`config.mk`:
```
export PLATFORM = sky130hd
export DESIGN_NAME = multicycle_sequencer
export DESIGN_NICKNAME = d
export VERILOG_FILES = /design/src/rtl/multicycle_sequencer_pkg.sv /design/src/rtl/multicycle_sequencer_mem_watchdog.sv /design/src/rtl/multicycle_sequencer.sv
export SDC_FILE = /design/constraint.sdc
export NUM_CORES = 1
export LEC_CHECK = 0
export CORE_UTILIZATION = 46
export CTS_CLUSTER_DIAMETER = 80
export DETAILED_ROUTE_END_ITERATION = 10
export PLACE_DENSITY = 0.76
export SYNTH_ARGS = -nofsm -noshare
export SYNTH_HDL_FRONTEND = slang
export SYNTH_HIERARCHICAL = 1
export SYNTH_SLANG_ARGS = --single-unit
```
`constraint.sdc`:
```
create_clock -name clk -period 2.8 [get_ports clk]
set_clock_uncertainty 0.15 [all_clocks]
set_input_delay 0.28 -clock clk [delete_from_list [all_inputs] [get_ports clk]]
set_output_delay 0.28 -clock clk [all_outputs]
set_load 0.05 [all_outputs]
```
`src/rtl/multicycle_sequencer_pkg.sv`:
```
// Shared definitions for the multi-cycle RV32I control sequencer:
// state encoding, PC source selects and the opcode field constants.
package multicycle_sequencer_pkg;

  typedef enum logic [2:0] {
    ST_IDLE   = 3'd0,
    ST_FETCH  = 3'd1,
    ST_DECODE = 3'd2,
    ST_EXEC   = 3'd3,
    ST_MEM    = 3'd4,
    ST_WB     = 3'd5,
    ST_HALT   = 3'd6
  } state_e;

  localparam logic [1:0] PC_SRC_PLUS4 = 2'b00;
  localparam logic [1:0] PC_SRC_IMM   = 2'b01;
  localparam logic [1:0] PC_SRC_JALR  = 2'b10;

  localparam logic [4:0] OPCODE_LOAD    = 5'b00000;
  localparam logic [4:0] OPCODE_ARITH_I = 5'b00100;
  localparam logic [4:0] OPCODE_AUIPC   = 5'b00101;
  localparam logic [4:0] OPCODE_STORE   = 5'b01000;
  localparam logic [4:0] OPCODE_ARITH_R = 5'b01100;
  localparam logic [4:0] OPCODE_LUI     = 5'b01101;
  localparam logic [4:0] OPCODE_BRANCH  = 5'b11000;
  localparam logic [4:0] OPCODE_JALR    = 5'b11001;
  localparam logic [4:0] OPCODE_JAL     = 5'b11011;
  localparam logic [4:0] OPCODE_SYSTEM  = 5'b11100;

  // Instructions whose result is written to the register file in WB.
  function automatic logic is_writeback_op(input logic [4:0] op);
    return (op == OPCODE_ARITH_R) || (op == OPCODE_ARITH_I) ||
           (op == OPCODE_LUI)     || (op == OPCODE_AUIPC)   ||
           (op == OPCODE_JAL)     || (op == OPCODE_JALR);
  endfunction

endpackage

```
`src/rtl/multicycle_sequencer_mem_watchdog.sv`:
```
// Memory-wait watchdog: counts stalled request cycles and flags the one
// that would bring the count to all-ones.
module mem_watchdog #(
  parameter int TIMEOUT_W = 8
) (
  input  logic clk,
  input  logic rst_n,
  input  logic clear,
  input  logic waiting,
  output logic expired
);

  // Terminal cycle: the waiting cycle that takes the count to all-ones.
  localparam logic [TIMEOUT_W-1:0] TERMINAL = {TIMEOUT_W{1'b1}} - TIMEOUT_W'(1);

  logic [TIMEOUT_W-1:0] count_q, count_d;

  assign expired = waiting && (count_q == TERMINAL);

  always_comb begin
    count_d = count_q;
    if (clear) begin
      count_d = '0;
    end else if (waiting) begin
      count_d = count_q + TIMEOUT_W'(1);
    end
  end

  always_ff @(posedge clk or negedge rst_n) begin
    if (!rst_n) begin
      count_q <= '0;
    end else begin
      count_q <= count_d;
    end
  end

endmodule

```
`src/rtl/multicycle_sequencer.sv`:
```
// Multi-cycle control sequencer: steps each instruction through
// FETCH/DECODE/EXEC/MEM/WB, shares one memory port and gates the write strobes.
module multicycle_sequencer
  import multicycle_sequencer_pkg::*;
#(
  parameter int TIMEOUT_W = 8
) (
  input  logic        clk,
  input  logic        rst_n,
  input  logic [4:0]  opcode,
  input  logic        branch_taken,
  input  logic        mem_ready,
  output logic        mem_req,
  output logic        mem_sel,
  output logic        mem_we,
  output logic        ir_load,
  output logic        pc_we,
  output logic [1:0]  pc_src,
  output logic        reg_we,
  output logic        illegal,
  output logic        bus_err,
  output logic        halted,
  output logic [31:0] instret
);

  state_e      state_q, state_d;
  logic [4:0]  op_q, op_d;
  logic [31:0] instret_q, instret_d;
  logic        bus_err_q, bus_err_d;
  logic        armed_q, armed_d;
  logic        retire;
  logic        wd_clear, wd_waiting, wd_expired;

  assign wd_waiting = mem_req && !mem_ready;
  assign wd_clear   = (mem_req && mem_ready) || (state_d != state_q);

  mem_watchdog #(
    .TIMEOUT_W (TIMEOUT_W)
  ) u_mem_watchdog (
    .clk     (clk),
    .rst_n   (rst_n),
    .clear   (wd_clear),
    .waiting (wd_waiting),
    .expired (wd_expired)
  );

  always_comb begin
    state_d   = state_q;
    op_d      = op_q;
    bus_err_d = bus_err_q;
    armed_d   = 1'b1;
    mem_req   = 1'b0;
    mem_sel   = 1'b0;
    mem_we    = 1'b0;
    ir_load   = 1'b0;
    pc_we     = 1'b0;
    pc_src    = PC_SRC_PLUS4;
    reg_we    = 1'b0;
    illegal   = 1'b0;
    retire    = 1'b0;

    unique case (state_q)
      // armed_q holds IDLE for one full clock after reset release
      ST_IDLE: begin
        if (armed_q) state_d = ST_FETCH;
      end
      ST_FETCH: begin
        mem_req = 1'b1;
        if (mem_ready) begin
          ir_load = 1'b1;
          state_d = ST_DECODE;
        end else if (wd_expired) begin
          bus_err_d = 1'b1;
          state_d   = ST_HALT;
        end
      end
      ST_DECODE: begin
        op_d    = opcode;
        state_d = (opcode == OPCODE_SYSTEM) ? ST_HALT : ST_EXEC;
      end
      ST_EXEC: begin
        if ((op_q == OPCODE_LOAD) || (op_q == OPCODE_STORE)) begin
          state_d = ST_MEM;
        end else if (op_q == OPCODE_BRANCH) begin
          pc_we   = 1'b1;
          pc_src  = branch_taken ? PC_SRC_IMM : PC_SRC_PLUS4;
          retire  = 1'b1;
          state_d = ST_FETCH;
        end else if (is_writeback_op(op_q)) begin
          state_d = ST_WB;
        end else begin
          illegal = 1'b1;
          pc_we   = 1'b1;
          state_d = ST_FETCH;
        end
      end
      ST_MEM: begin
        mem_req = 1'b1;
        mem_sel = 1'b1;
        mem_we  = (op_q == OPCODE_STORE);
        if (mem_ready) begin
          if (op_q == OPCODE_STORE) begin
            pc_we   = 1'b1;
            retire  = 1'b1;
            state_d = ST_FETCH;
          end else begin
            state_d = ST_WB;
          end
        end else if (wd_expired) begin
          bus_err_d = 1'b1;
          state_d   = ST_HALT;
        end
      end
      ST_WB: begin
        reg_we  = 1'b1;
        pc_we   = 1'b1;
        retire  = 1'b1;
        state_d = ST_FETCH;
        if (op_q == OPCODE_JAL)       pc_src = PC_SRC_IMM;
        else if (op_q == OPCODE_JALR) pc_src = PC_SRC_JALR;
      end
      ST_HALT: begin
        state_d = ST_HALT;
      end
      default: begin
        state_d = ST_IDLE;
      end
    endcase

    instret_d = instret_q + {31'd0, retire};
  end

  always_ff @(posedge clk or negedge rst_n) begin
    if (!rst_n) begin
      state_q   <= ST_IDLE;
      op_q      <= 5'd0;
      instret_q <= 32'd0;
      bus_err_q <= 1'b0;
      armed_q   <= 1'b0;
    end else begin
      state_q   <= state_d;
      op_q      <= op_d;
      instret_q <= instret_d;
      bus_err_q <= bus_err_d;
      armed_q   <= armed_d;
    end
  end

  assign bus_err = bus_err_q;
  assign halted  = (state_q == ST_HALT);
  assign instret = instret_q;

endmodule
```
# Word level (Yosys, flattened, before mapping)
# Index checks and enable logic that the tools add are counted.
# W data, S select, Z words.
[op_classes]
addsub = 2
eq_ne = 17
muxes = 36
n_bitwise = 1
n_reduce_logical = 16
[ops]
columns = ["operator", "count"]
rows = [
  ["$add A32 B1 Y32", 1],
  ["$mux W3", 9],
  ["$pmux W3 S7", 1],
  ["$eq A5 B5 Y1 const B", 4],
  ["$mux W1", 19],
  ["$mux W8", 2],
  ["$eq A5 B4 Y1 const B", 3],
  ["$eq A5 B3 Y1 const B", 2],
  ["$eq A3 B3 Y1 const B", 3],
  ["$add A8 B1 Y8 const B", 1],
  ["$eq A8 B8 Y1 const B", 1],
  ["$logic_or A1 B1 Y1", 7],
  ["$eq A3 B2 Y1 const B", 2],
  ["$pmux W1 S3", 2],
  ["$logic_not A5 Y1", 1],
  ["$mux W2", 2],
  ["$pmux W2 S2", 1],
  ["$eq A3 B1 Y1 const B", 1],
  ["$logic_and A1 B1 Y1", 3],
  ["$logic_not A3 Y1", 1],
  ["$ne A3 B3 Y1", 1],
  ["$reduce_and A3 Y1", 1],
  ["$reduce_bool A2 Y1", 1],
  ["$reduce_or A2 Y1", 1],
  ["2 further kinds", 2],
]
[word_totals]
reg_bits = 50
in_bits = 9
out_inout_bits = 43
wordCells = 78

# Longest topological paths before layout
[depth]
depth_word = 13
mapped_depth = 12
mapped_depth_nobuf = 10

# By module
# Netlist, hierarchy kept.
[by_module_without_submodules]
columns = ["mod", "instances", "cells_each", "area_each_um2", "seq_area_each_um2"]
rows = [
  ["multicycle_sequencer", 1, 195, 2075.7, 1051.0],
  ["mem_watchdog", 1, 41, 411.6, 200.2],
]

# Worst setup path before layout
# No wires, ideal clock.
[synth_path]
kind = "reg2out"
start = "reg state_q[0]"
end = "out pc_src[1]"
arrival_time_ns = 3.158
setup_slack_ns = -0.788
path_stages_with_launch = 5
cell_sequence = "dfrtp_1 -> clkbuf_1 -> inv_1 -> nor3_1 -> nor3b_1"
[synth_via]
elab_chain_cells = 2
[synth_lines]
columns = ["item", "line_no", "text"]
rows = [
  ["start: declaration", "multicycle_sequencer.sv:26", "state_e state_q, state_d;"],
  ["start signal: assignment", "multicycle_sequencer.sv:141", "state_q <= state_d;"],
  ["$eq A3 B3 Y1 / $eq A3 B2 Y1 (equally long branches)", "multicycle_sequencer.sv:62", "unique case (state_q)"],
  ["$pmux W2 S2 (*)", "multicycle_sequencer.sv:62", ""],
  ["end: declaration", "multicycle_sequencer.sv:18", "output logic [1:0] pc_src,"],
]
# Mark *: on every way between the ends. The rest lies on a longest branch, timed or not.

# Worst setup path in the final report
[layout_path]
start = "reg op_q[1]"
end = "reg instret_q[31] (netlist: instret[31])"
[layout_via]
elab_chain_cells = 5
[layout_lines]
columns = ["item", "line_no", "text"]
rows = [
  ["start: declaration", "multicycle_sequencer.sv:27", "logic [4:0] op_q, op_d;"],
  ["start signal: assignment", "multicycle_sequencer.sv:142", "op_q <= op_d;"],
  ["$eq A5 B4 Y1, or another cell as far along", "multicycle_sequencer.sv:82, multicycle_sequencer.sv:102", ""],
  ["$mux W1, or another cell as far along", "multicycle_sequencer.sv:102", "if (op_q == OPCODE_STORE) begin"],
  ["$mux W1 (on tied branches)", "multicycle_sequencer.sv:101, multicycle_sequencer.sv:82", ""],
  ["$pmux W1 S3 (*)", "multicycle_sequencer.sv:62", ""],
  ["$add A32 B1 Y32 (*)", "multicycle_sequencer.sv:130", "instret_d = instret_q + {31'd0, retire};"],
  ["net instret_d[31]", "multicycle_sequencer.sv:28", "logic [31:0] instret_q, instret_d;"],
  ["end signal: assignment", "multicycle_sequencer.sv:143", "instret_q <= instret_d;"],
  ["end: declaration", "multicycle_sequencer.sv:28", ""],
]
# The timed path passes the listed nets; every way through them passes the cells marked *.
# A chain may end at the register's enable or synchronous reset.

==> out/results.ini <==
[sta]
relSlewSlack_pct = 66.0
hold_viol_final = 0
worst_hold_slack_ns = 0.299
rsz0062_at_grt = true
setup_viol = 0
tightest_slew_ns = 0.509
fmax_ghz = 0.372
fin_tns_setup_ns = 0
finalMaxSlewViolations = 0
finalWorstSetupSlack_ns = 0.114
min_period_ns = 2.69
finalCritPeriodShare_pct = 95.9

[global_route]
grt_overflow_total = 0
grt_pass1_wl_mm = 8.32
antenna_found_initial = 0
grt_util_all_layers_pct = 19.5
grt_max_degree = 32
grt_pass1_vias = 1826

[worst_setup_path]
worst_setup_path_end_kind = flip-flop
critPathSlowestCell = dfrtp_1
max_stage_delay_ns = 0.41
cp_max_fo = 9
worst_ep_required_time_ns = 2.85
worst-setup-path-type = flip-flop to flip-flop
start_kind = flip-flop
r2r_cells = 11
cp.arrival_ns = 2.73
path_cells = nor4_4, nand3_1, a211o_1, o41ai_2, ha_2, buf_4, nand4_1, nor4_4, buf_6, nand4_1, xnor2_1

[pwr]
cellLeakagePower_uw = 0.00145
p_per_area_nw_per_um2 = 716
total_power_uw = 2390
peakVddDrop_mv = 0.658

[final_layout]
post-route-util_pct = 64.4
syn2layout_area_growth_pct = 34.0
drive_above_1_share_pct = 15.2
multi_input_area_um2 = 1250
fin_nets = 315
diodes = 0
seq_area_um2 = 1250
fillers = 425

[cts]
clk_pin_slew_ns = 0.09
tritoncts = done
clockBufferDepth = 2
cts_sinks = 50
root_buffer = clkbuf_8
clk_latency_ns = 0.30
numCtsBuffers = 5
htree_num_levels = 2

[placed_design]
place_ws_ns = 0.0166
hpwl_mm = 3.78
io_buffers = 51
gp_congestion = 0.905

[outcome]
status = completed

[route]
vias_per_cell = 5.33
drt_iter0_markers = 133
wire_per_inst_um = 13.7
drt-pass1-iter-count = 4
routed_wl_mm = 5.09
ant_nets = 0
drc_errors = 0
dr_total_vias = 1982

[floorplanning]
start_util_pct = 48.1
core_area_um2 = 5170
row_count = 26
die-area_um2 = 5710
die_y_um = 75.5
num_io_pins = 52
dieWidth_um = 75.5

[worst_hold_path]
hold_path_class = input port to async pin

[synth]
yosysSeqAreaShare_pct = 50.3
syn_inst = 236
synth_seq_cells = 50
synth_area_per_cell_um2 = 10.5
syn_nets = 249
ys_async_sr_fraction_pct = 100
ys.warnings.count = 6
synth-edff-count = 0
synth_cell_types = 40
syn_area_um2 = 2490
dominantRegCellSynth = dfrtp_1

[run]
drv_cap = 0

cells in the final DEF, fill, tap and decap left out, types with 2 or more instances in the layout:
cell and count:
nand3_1 15, xnor2_1 24, buf_4 15, nor2b_1 3
nand4_1 12, inv_1 5, buf_6 2, buf_2 2
and4_1 3, dfrtp_1 50, nor4_4 3, a221oi_1 2
and3_1 6, clkbuf_8 5, nor2_1 20, and2_1 5
nand4_4 3, a21oi_1 7, nor3_2 3, o21ai_0 5
a21o_1 2, ha_1 2, o22ai_1 2, or3_1 3
mux2_2 5, clkdlybuf4s50_1 49, nand2_1 16, xor2_1 10
sequential cells by signal, summed over array words and instances (netlist names):
| register | flops |
|---|---|
| op_q | 5 |
| state_q | 3 |
| u_mem_watchdog/count_q | 8 |
| bus_err | 1 |
| armed_q | 1 |
| instret | 32 |
layer usage:
layer  global-route usage, %  share of wire, %
met5                       0                 0
met4                    7.82               1.5
met3                    3.70               3.4
met2                    29.8                46
met1                    27.7                49
repair_timing:
item,CTS,global route
resized for setup,0,6
endpoints found under the hold margin,19,0
hold buffers,1,0
endpoints found under the setup margin,0,14
setup buffers,0,4
path summary, 6_finish.rpt:
kind,from,endpoint,slack (ns)
max,op_q[1]$_DFFE_PN0P_,instret[31]$_DFF_PN0_,0.11
min,rst_n,u_mem_watchdog/count_q[3]$_DFFE_PN0P_,0.30
max reg2reg,op_q[1]$_DFFE_PN0P_,instret[31]$_DFF_PN0_,0.11
min reg2reg,bus_err$_DFFE_PN0P_,bus_err$_DFFE_PN0P_,0.33
max in group asynchronous,rst_n,instret[13]$_DFF_PN0_,1.45
min in group clk,bus_err$_DFFE_PN0P_,bus_err$_DFFE_PN0P_,0.33
layout make-up:
class                           instances  area share (%)
Clock inverter                          1           0.225
Sequential cell                        50            37.5
Tap cell                               70            2.63
Timing Repair Buffer                   69            19.4
Multi-Input combinational cell        171            37.5
Inverter                                5           0.563
Clock buffer                            6            2.18
power by group:
part           internal, µW  switching (µW)  leakage, µW  total, µW
Clock                   172             230    0.0000373        401
Combinational           397             604     0.000742       1000
Sequential              824             161     0.000673        985
Total                  1390             995      0.00145       2390
cell usage after synthesis, drive strengths merged, types with 2 or more instances:
| cell type | n | share of area (%) |
|---|---|---|
| clkbuf | 9 | 1.4 |
| ha | 4 | 2.0 |
| and3 | 6 | 1.5 |
| o22ai | 2 | 0.50 |
| nand4 | 15 | 5.6 |
| a21oi | 8 | 1.6 |
| nor4 | 3 | 2.0 |
| xor2 | 10 | 3.5 |
| and4 | 3 | 1.1 |
| a21o | 2 | 0.60 |
| or3 | 3 | 0.75 |
| xnor2 | 24 | 8.5 |
| mux2 | 5 | 2.3 |
| nor3 | 4 | 0.80 |
| nand3 | 16 | 3.2 |
| nor2 | 20 | 3.0 |
| and2 | 6 | 1.5 |
| nor2b | 4 | 1.0 |
| inv | 5 | 0.75 |
| o21ai | 6 | 1.2 |
| dfrtp | 50 | 50 |
| nand2 | 16 | 2.4 |
| a221oi | 2 | 0.70 |
cell families (layout without fill, tap and decap cells):
logic type                 Yosys count  in the layout  synth area share (%)
adders and majority gates            4              4                  2.01
muxes                                5              5                  2.26
buffers and inverters               15             81                  2.41
DFF                                 50             50                  50.3
xor gates and xnor gates            34             34                  12.0
other                                1              1                 0.151
AOI/OAI and AO/OA                   27             27                  6.84
and+or+nand+nor                    100            100                  24.0
per-stage QoR:
step | cells | instance area (µm²)
6_report | 372 | 3330
3_3_place_gp | 360 | 3190
5_1_grt | 372 | 3330
3_5_place_dp | 360 | 3190
4_1_cts | 368 | 3280
2_1_floorplan | 236 | 2540
critical path: cells and delay by family (launching register included):
kind | cells | cell delay, ns
and+or+nand+nor | 5 | 0.93
buffers and inverters | 2 | 0.30
xor gates and xnor gates | 1 | 0.15
AOI/OAI and AO/OA | 2 | 0.41
DFF | 1 | 0.41
adders and majority gates | 1 | 0.26
Note: power is estimated with default switching activity, not from simulation.
